### src/rtl/lsu_seq.sv
// lsu_seq: load/store sequencer in front of the 32-bit data memory.
// Splits dword accesses into two beats and reassembles load results.
module lsu_seq #(
    parameter int ADDR_W = 64
) (
    input  logic              clk,
    input  logic              rst,
    input  logic              req_valid,
    output logic              req_ready,
    input  logic              req_write,
    input  logic              req_dword,
    input  logic              req_signed,
    input  logic [ADDR_W-1:0] req_addr,
    input  logic [63:0]       req_wdata,
    output logic              mem_en,
    output logic              mem_rw,
    output logic [ADDR_W-1:0] mem_addr,
    output logic [63:0]       mem_wdata,
    input  logic [31:0]       mem_rdata,
    output logic              resp_valid,
    output logic [63:0]       resp_rdata,
    output logic              resp_err
);

    typedef enum logic [2:0] {
        IDLE,
        LO,
        HI,
        CAP,
        RESP
    } state_t;

    state_t            state;
    state_t            nstate;

    logic              wr_q;
    logic              dw_q;
    logic              sg_q;
    logic [ADDR_W-1:0] addr_q;
    logic [63:0]       wdata_q;
    logic [31:0]       lo_q;
    logic [63:0]       rdata_q;
    logic              err_q;

    logic              misal;
    logic [63:0]       ld_res;

    assign misal = req_dword ? (req_addr[2:0] != 3'd0)
                             : (req_addr[1:0] != 2'd0);

    assign ld_res = dw_q ? {mem_rdata, lo_q} :
                    sg_q ? {{32{mem_rdata[31]}}, mem_rdata} :
                           {32'd0, mem_rdata};

    // State register; reset aborts any access immediately.
    always_ff @(posedge clk or posedge rst) begin
        if (rst) begin
            state <= IDLE;
        end else begin
            state <= nstate;
        end
    end

    // Next-state selection from the latched request kind.
    always_comb begin
        nstate = state;
        unique case (state)
            IDLE: begin
                if (req_valid) begin
                    nstate = misal ? RESP : LO;
                end
            end
            LO: begin
                if (dw_q) begin
                    nstate = HI;
                end else if (wr_q) begin
                    nstate = RESP;
                end else begin
                    nstate = CAP;
                end
            end
            HI:      nstate = wr_q ? RESP : CAP;
            CAP:     nstate = RESP;
            RESP:    nstate = IDLE;
            default: nstate = IDLE;
        endcase
    end

    // Memory beat and response drive, decoded from the current state.
    always_comb begin
        req_ready  = 1'b0;
        mem_en     = 1'b0;
        mem_rw     = 1'b0;
        mem_addr   = '0;
        mem_wdata  = '0;
        resp_valid = 1'b0;
        unique case (state)
            IDLE: req_ready = 1'b1;
            LO: begin
                mem_en    = 1'b1;
                mem_rw    = wr_q;
                mem_addr  = addr_q;
                mem_wdata = {32'd0, wdata_q[31:0]};
            end
            HI: begin
                mem_en    = 1'b1;
                mem_rw    = wr_q;
                mem_addr  = addr_q + ADDR_W'(4);
                mem_wdata = {32'd0, wdata_q[63:32]};
            end
            RESP:    resp_valid = 1'b1;
            default: ;
        endcase
        resp_rdata = rdata_q;
        resp_err   = err_q;
    end

    // Request latches, low-beat capture and response registers.
    always_ff @(posedge clk or posedge rst) begin
        if (rst) begin
            wr_q    <= 1'b0;
            dw_q    <= 1'b0;
            sg_q    <= 1'b0;
            addr_q  <= '0;
            wdata_q <= '0;
            lo_q    <= '0;
            rdata_q <= '0;
            err_q   <= 1'b0;
        end else begin
            if (state == IDLE && req_valid) begin
                wr_q    <= req_write;
                dw_q    <= req_dword;
                sg_q    <= req_signed;
                addr_q  <= req_addr;
                wdata_q <= req_wdata;
            end
            if (state == HI && !wr_q) begin
                lo_q <= mem_rdata;
            end
            // Result only changes on the edge entering RESP so it
            // holds stable between responses.
            if (state != RESP && nstate == RESP) begin
                err_q   <= (state == IDLE);
                rdata_q <= (state == CAP) ? ld_res : 64'd0;
            end
        end
    end

endmodule
### config.mk
export PLATFORM = sky130hd
export DESIGN_NAME = lsu_seq
export DESIGN_NICKNAME = d
export VERILOG_FILES = /design/src/rtl/lsu_seq.sv
export SDC_FILE = /design/constraint.sdc
export NUM_CORES = 1
export LEC_CHECK = 0
export ABC_AREA = 1
export CELL_PAD_IN_SITES_DETAIL_PLACEMENT = 0
export CELL_PAD_IN_SITES_GLOBAL_PLACEMENT = 1
export CORE_MARGIN = 2
export CORE_UTILIZATION = 45
export DETAILED_ROUTE_END_ITERATION = 16
export DONT_BUFFER_PORTS = 1
export PLACE_DENSITY = 0.87
export SYNTH_ARGS = -nofsm -noshare
export SYNTH_HDL_FRONTEND = slang
export SYNTH_SLANG_ARGS = --single-unit
### constraint.sdc
create_clock -name clk -period 10.04 [get_ports clk]
set_input_delay 1.004 -clock clk [delete_from_list [all_inputs] [get_ports clk]]
set_output_delay 1.004 -clock clk [all_outputs]
set_load 0.01 [all_outputs]
-- Yosys cells after proc, flatten, opt, wreduce, memory -nomap -nowiden
Index checks and enable logic that the tools add are counted.
- input port bits: 166
- output and inout bits: 197
- register bits after elaboration: 231
- eq/ne operators: 6
- multiplexer cells: 15
- $add $sub $neg: 1
- reductions and logical operators: 8
- operators with widths (kind ; number):
    $mux W64 ; 3
    $pmux W64 S2 ; 1
    $add A64 B3 Y64 const B ; 1
    $pmux W32 S2 ; 1
    $mux W3 ; 4
    $pmux W3 S4 ; 1
    $eq A3 B2 Y1 const B ; 2
    $eq A3 B3 Y1 const B ; 2
    $mux W1 ; 5
    $eq A3 B1 Y1 const B ; 1
    $logic_and A1 B1 Y1 ; 3
    $logic_not A3 Y1 ; 1
    $ne A3 B3 Y1 const B ; 1
    $reduce_bool A3 Y1 ; 1
    $reduce_bool A2 Y1 ; 1
    $reduce_or A2 Y1 ; 1
    $logic_not A1 Y1 ; 1

-- Logic depth before layout (Yosys ltp)
Gate-level depths: netlist of run 1.
- depth in word-level cells: 7
- gate-level depth with buffers: 10
- gate-level depth less buffers: 10

-- Least setup slack after synthesis of run 1
Ideal clock, no wire load.
- path kind: reg-to-output
- start point: register addr_q[2]
- end point: output mem_addr[22]
- cell stages (with the launch flop): 10
- buffers on the path: 0
- path slack: 7.572 ns
- data arrival time: 1.464 ns
- path through: dfrtp_1 > ha_1 > nand2_2 > nor2_4 > nand2_4 > nor2_4 > nand2_1 > a21oi_1 > o21ai_1 > o21ai_0
- longest elaborated chain between the ends: 2
- RTL lines (element ; line ; text):
    from (decl) ; 39 ; logic [ADDR_W-1:0] addr_q;
    from (signal assigned) ; 134 ; addr_q <= req_addr;
    $add A64 B3 Y64 ; 108 ; mem_addr = addr_q + ADDR_W'(4);
    $pmux W64 S2 ; 97 ; unique case (state)
    to (decl) ; 17 ; output logic [ADDR_W-1:0] mem_addr,
No other way between the ends.

-- Worst setup path in the final report of run 1
- start point: register state[2]
- end point: output mem_addr[7]
- longest elaborated chain between the ends: 2
- RTL lines (element ; line ; text):
    from (decl) ; 33 ; state_t state;
    from (signal assigned) ; 60 ; state <= nstate;
    $eq A3 B2 Y1 / $eq A3 B1 Y1 (equally long branches) ; 97 ;
    $pmux W64 S2 * ; 97 ;
Every way passes the cells marked *; elsewhere a longest branch is shown, timed or not.

==> results of run 1 <==
## registers in the layout (all words and copies together) (netlist names)
| register | flops |
|---|---|
| addr_q | 64 |
| dw_q | 1 |
| lo_q | 32 |
| resp_err | 1 |
| resp_rdata | 64 |
| sg_q | 1 |
| state | 3 |
| wdata_q | 64 |
| wr_q | 1 |
## layer usage
metal  share of wire  global-route usage  up-vias
met5               0                   0        -
met4           0.039               0.101        0
met3           0.094              0.0819       82
met2            0.47               0.432      464
met1            0.40               0.337     5300
li1                -                   -     5446
## area by class of cell
type	instances	area (um^2)	area share
Timing Repair Buffer	11	82.6	0.00608
Clock buffer	37	782	0.0575
Sequential cell	231	5780	0.425
Multi-Input combinational cell	1228	5510	0.405
Clock inverter	11	163	0.0120
Tap cell	378	473	0.0348
Inverter	210	801	0.0589
## power breakdown
| group | internal (mW) | leakage [nW] | switching [mW] |
|---|---|---|---|
| Clock | 0.621 | 0.457 | 0.404 |
| Sequential | 1.31 | 2.94 | 0.340 |
| Combinational | 0.368 | 3.21 | 1.04 |
## cells by family after synthesis
group | after synthesis | share of synthesized area
compound gates | 350 | 0.146
xor+xnor | 3 | 0.00209
fa+ha+maj | 1 | 0.000995
buf+inv | 327 | 0.113
flops | 231 | 0.460
other cells | 1 | 0.000298
simple gates | 842 | 0.278
## synthesized netlist by cell type, types with 10 or more instances
library cell    n
a21oi_1        10
o22ai_1        35
inv_1         205
nor2_1        130
nand3_1       138
o21ai_0       277
buf_2          33
nand2_1       526
o21ai_1        16
clkbuf_1       39
buf_4          40
nand4_1        12
dfrtp_1       231
## metrics by stage
step	hold slack, ns	setup slack (ns)	std cells
finish	0.396	5.26	2106
global route	0.431	5.08	2106
floorplan	0.441	2.70	1786
CTS	0.409	5.28	2106
global placement	0.460	5.90	2058
detailed placement	0.468	5.84	2058
## worst paths after layout
check,start,endpoint,slack (ns),cells past startpoint
worst max-delay path,state[2],mem_addr[7],5.26,7
worst min-delay path,rst,wdata_q[54],0.40,1
worst max register to register,state[0],wdata_q[38],6.88,7
worst min register to register,lo_q[7],lo_q[7],0.48,2
max in group asynchronous,rst,resp_rdata[61],8.19,2
min in group clk,lo_q[7],lo_q[7],0.48,2
==> results.sh, run 1 <==
export IMPL_drive_above_1_share=0.0556
export IMPL_grt_usage=0.268
export IMPL_hold_viol=0
export IMPL_final_common_cell="nand2_1"
export IMPL_hold_buffers=0
export IMPL_overflow=0
export IMPL_num_vias=11300
export IMPL_synth_top_area_share=0.460
export IMPL_antenna_left=0
export IMPL_slowest_stage="nand2_1"
export IMPL_post_cts_resized=0
export IMPL_yosys_warnings=0
export IMPL_max_freq_ghz=0.209
export IMPL_ctsHtreeMaxLevel=1
export IMPL_grt_pass1_vias=10700
export IMPL_fin_util=0.492
export IMPL_synth_edff_count=0
export IMPL_grt_pass1_wl_um=60800
export IMPL_antenna_found_initial=1
export IMPL_synthDistinctLibCells=36
export IMPL_place_detailed_hpwl_um=28600
export IMPL_clock_latency_ns=0.56
export IMPL_synthTopCellsByArea="dfrtp_1 46%, nand2_1 16%, o21ai_0 11%, inv_1 6.1%, nand3_1 5.5%"
export IMPL_vias_per_cell=5.36
export IMPL_dieArea_mm2=0.0293
export IMPL_drt_first_iter_violations=907
export IMPL_ys_ff_latch=231
export IMPL_required_ns=9.04
export IMPL_clock_path_buffers=3
export IMPL_grt_max_degree=128
export IMPL_synth_main_ff_cell="dfrtp_1"
export IMPL_io_pins=363
export IMPL_wl_per_cell_um=18.9
export IMPL_die_width_um=171
export IMPL_synth_seq_area_share=0.460
export IMPL_clk_pin_slew_ns=0.06
export IMPL_arrival_ns=3.78
export IMPL_p_per_area_mw_per_mm2=300
export IMPL_worstSetupPathType="reg -> out"
export IMPL_p_leak_nw=6.61
export IMPL_tightest_slew_ns=1.08
export IMPL_gp_congestion=0.926
export IMPL_path_delay_family="simple AND/OR/NAND/NOR gates"
export IMPL_syn_avg_cell_area_um2=7.16
export IMPL_rows=61
export IMPL_drc_errors=0
export IMPL_syn_to_final_growth_pct=8.12
export IMPL_slew_headroom=0.276
export IMPL_detail_route_wirelength_um=39800
export IMPL_slew_viol_final=0
export IMPL_ir_drop_uv=188
export IMPL_syn_cell_area_mm2=0.0126
export IMPL_place_area_mm2=0.0126
export IMPL_drv_cap=0
export IMPL_die_height_um=171
export IMPL_power_total_mw=4.08
export IMPL_synth_async_reset_ratio=1.00
export IMPL_num_antenna_cells=0
export IMPL_tns_ns=0
export IMPL_layout_common_cells="523 x nand2_1, 277 x o21ai_0, 231 x dfrtp_1"
export IMPL_yosysTopAreaCell="dfrtp_1"
export IMPL_cts_buffers=26
export IMPL_cp_num_buf_inv=3
export IMPL_status="finished clean"
export IMPL_end_kind="primary output"
export IMPL_fin_skew_ns=0.0130
export IMPL_cts_tree="built"
export IMPL_fin_crit_sh=0.477
export IMPL_worstPathMaxFanout=44
export IMPL_drt_pass1_iterations=5
export IMPL_final_nets=1875
export IMPL_rsz0062_at_grt="no"
export IMPL_cts_setup_buffers=0
export IMPL_min_period_ns=4.78
export IMPL_worstPathCellList="inv_2 > nand2_1 > inv_1 > nand2_2 > nand2_1 > inv_1 > a311oi_1"
export IMPL_initial_core_util=0.455
export IMPL_hold_path_class="in -> async"
export IMPL_clock_root_buffer="clkbuf_16"
export IMPL_port_buffers=0
export IMPL_fin_area_mm2=0.0136
export IMPL_core_mm2=0.0276
export IMPL_cts_sinks=231
export IMPL_fillCellCount=2827
export IMPL_finalSetupViolations=0
export IMPL_max_stage_delay_ns=0.84
export IMPL_worst_setup_path_start_kind="register"
export IMPL_synth_cells=1755
Note: power is estimated with default switching activity, not from simulation.
==> run 2: changes to the inputs <==
--- a/config.mk
+++ b/config.mk
@@ -9,10 +9,10 @@
 export CELL_PAD_IN_SITES_DETAIL_PLACEMENT = 0
 export CELL_PAD_IN_SITES_GLOBAL_PLACEMENT = 1
 export CORE_MARGIN = 2
-export CORE_UTILIZATION = 45
+export CORE_UTILIZATION = 41
 export DETAILED_ROUTE_END_ITERATION = 16
 export DONT_BUFFER_PORTS = 1
-export PLACE_DENSITY = 0.87
+export PLACE_DENSITY = 0.84
 export SYNTH_ARGS = -nofsm -noshare
 export SYNTH_HDL_FRONTEND = slang
 export SYNTH_SLANG_ARGS = --single-unit
==> constraint.sdc (replaced) <==
create_clock -name clk -period 3.9 [get_ports clk]
set_input_delay 0.39 -clock clk [delete_from_list [all_inputs] [get_ports clk]]
set_output_delay 0.39 -clock clk [all_outputs]
set_load 0.01 [all_outputs]
==> run 2 against run 1 <==
Hold slack worse by 0.38 ns. Setup slack worse by 4.8 ns. Non-clock buffer count is 173 higher. Flip-flop and latch count stayed put. Register-to-register slack worse by 5.7 ns. Core utilization is 1.3 points higher. Die area is 9.5% higher. Global-route usage is 0.67 points lower. First-iteration DRC count is 5.7% higher. Sequential power grew to 2.6 times the previous value. Largest cell class unchanged.
==> results.sh, run 2 (synthesized netlist as in run 1, its figures left out) <==
export IMPL_core_mm2=0.0303
export IMPL_antenna_left=0
export IMPL_rows=64
export IMPL_fin_crit_sh=0.892
export IMPL_drv_cap=0
export IMPL_antenna_found_initial=0
export IMPL_fin_util=0.505
export IMPL_die_height_um=179
export IMPL_dieArea_mm2=0.0321
export IMPL_max_freq_ghz=0.288
export IMPL_port_buffers=0
export IMPL_final_nets=2049
export IMPL_num_vias=12000
export IMPL_layout_common_cells="523 x nand2_1, 277 x o21ai_0, 231 x dfrtp_1"
export IMPL_min_period_ns=3.48
export IMPL_worstPathCellList="nand3_2 > buf_4 > nand2_1 > inv_1 > a311oi_1 > buf_4"
export IMPL_tightest_slew_ns=1.01
export IMPL_required_ns=3.51
export IMPL_clk_pin_slew_ns=0.06
export IMPL_fin_skew_ns=0.0140
export IMPL_clock_latency_ns=0.56
export IMPL_drive_above_1_share=0.0547
export IMPL_initial_core_util=0.414
export IMPL_whs_ns=0.0203
export IMPL_grt_max_degree=126
export IMPL_cts_buffers=27
export IMPL_hold_path_class="in -> reg"
export IMPL_status="finished clean"
export IMPL_p_per_area_mw_per_mm2=705
export IMPL_arrival_ns=3.09
export IMPL_detail_route_wirelength_um=42500
export IMPL_place_inst=2087
export IMPL_drt_pass1_iterations=5
export IMPL_fin_area_mm2=0.0153
export IMPL_grt_pass1_vias=11900
export IMPL_worstSetupPathType="reg -> out"
export IMPL_power_total_mw=10.8
export IMPL_post_cts_resized=0
export IMPL_syn_to_final_growth_pct=22.0
export IMPL_worstPathMaxFanout=41
export IMPL_overflow=0
export IMPL_wl_per_cell_um=18.5
export IMPL_slew_headroom=0.323
export IMPL_cts_sinks=231
export IMPL_die_width_um=179
export IMPL_final_common_cell="nand2_1"
export IMPL_cts_tree="built"
export IMPL_drt_first_iter_violations=959
export IMPL_finalSetupViolations=0
export IMPL_slowest_stage="nand2_1"
export IMPL_gp_congestion=0.940
export IMPL_max_stage_delay_ns=0.58
export IMPL_vias_per_cell=5.24
export IMPL_num_antenna_cells=0
export IMPL_setup_ws_ns=0.422
export IMPL_cpMostUsedCell="buf_4"
export IMPL_hold_viol=0
export IMPL_dp_slack_ns=1.06
export IMPL_end_kind="primary output"
export IMPL_rsz0062_at_grt="no"
export IMPL_p_leak_nw=7.34
export IMPL_stdcell_count=2297
export IMPL_ctsHtreeMaxLevel=1
export IMPL_slew_viol_final=0
export IMPL_fillCellCount=2956
export IMPL_worst_setup_path_start_kind="register"
export IMPL_grt_usage=0.261
export IMPL_place_area_mm2=0.0128
export IMPL_grt_pass1_wl_um=65200
export IMPL_tns_ns=0
export IMPL_clock_path_buffers=3
export IMPL_drc_errors=0
export IMPL_io_pins=363
export IMPL_ir_drop_uv=411
export IMPL_clock_root_buffer="clkbuf_16"
export IMPL_place_detailed_hpwl_um=29600
-- run 2: cell count changes in the layout (fill, tap and decap cells not counted), sizes merged --
cell | previous run | this run
buf | 11 | 22
bufinv | 3 | 4
clkinv | 6 | 3
clkinvlp | 3 | 5
dlygate4sd3 | 0 | 162
-- run 2: layout make-up --
cell class / instances / area [um^2] / area share
clock inverters: 11 / 180 / 0.0117
inverters: 210 / 797 / 0.0520
well taps: 396 / 495 / 0.0323
clock buffers: 37 / 763 / 0.0498
repair buffers: 184 / 1810 / 0.118
multi-input cells: 1228 / 5510 / 0.359
flip-flops and latches: 231 / 5780 / 0.377
-- run 2: routing by layer --
metal / wire, um / track usage
met1: 16900 / 0.321
met2: 20400 / 0.441
met3: 3530 / 0.0662
met5: 0 / 0
met4: 1690 / 0.0958
-- run 2: where the power goes --
group / total (mW) / switching [mW] / internal, mW
Sequential: 4.26 / 0.886 / 3.37
Combinational: 3.85 / 2.75 / 1.10
Clock: 2.71 / 1.07 / 1.64
Total: 10.8 / 4.71 / 6.11
-- run 2: what timing repair did --
action                    4_1_cts  5_1_grt
hold buffers                  162        0
hold endpoints to repair      216        0
buffers inserted                0        0
-- run 2: worst paths after layout --
| check | from | endpoint | slack, ns | depth (start not counted) |
|---|---|---|---|---|
| max | state[0] | mem_addr[7] | 0.42 | 6 |
| min | mem_rdata[28] | resp_rdata[60] | 0.02 | 2 |
| max reg2reg | state[0] | addr_q[24] | 1.19 | 7 |
| min reg2reg | sg_q | sg_q | 0.47 | 2 |
| max in group asynchronous | rst | resp_rdata[12] | 2.42 | 3 |
| min in group asynchronous | rst | wdata_q[61] | 0.49 | 2 |
-- run 2: critical path, delay by kind of cell, from the launching register on --
| kind | cells | cell delay [ns] |
|---|---|---|
| compound gates | 1 | 0.43 |
| buf+inv | 3 | 0.91 |
| flops | 1 | 0.47 |
| simple gates | 2 | 0.70 |
==> run 3: changes to the inputs <==
--- a/config.mk
+++ b/config.mk
@@ -13,6 +13,7 @@
 export DETAILED_ROUTE_END_ITERATION = 16
 export DONT_BUFFER_PORTS = 1
 export PLACE_DENSITY = 0.84
+export SKIP_LAST_GASP = 1
 export SYNTH_ARGS = -nofsm -noshare
 export SYNTH_HDL_FRONTEND = slang
 export SYNTH_SLANG_ARGS = --single-unit
==> results of run 3 <==
Same layout as run 2: the final DEF is identical, and so are final timing and power.
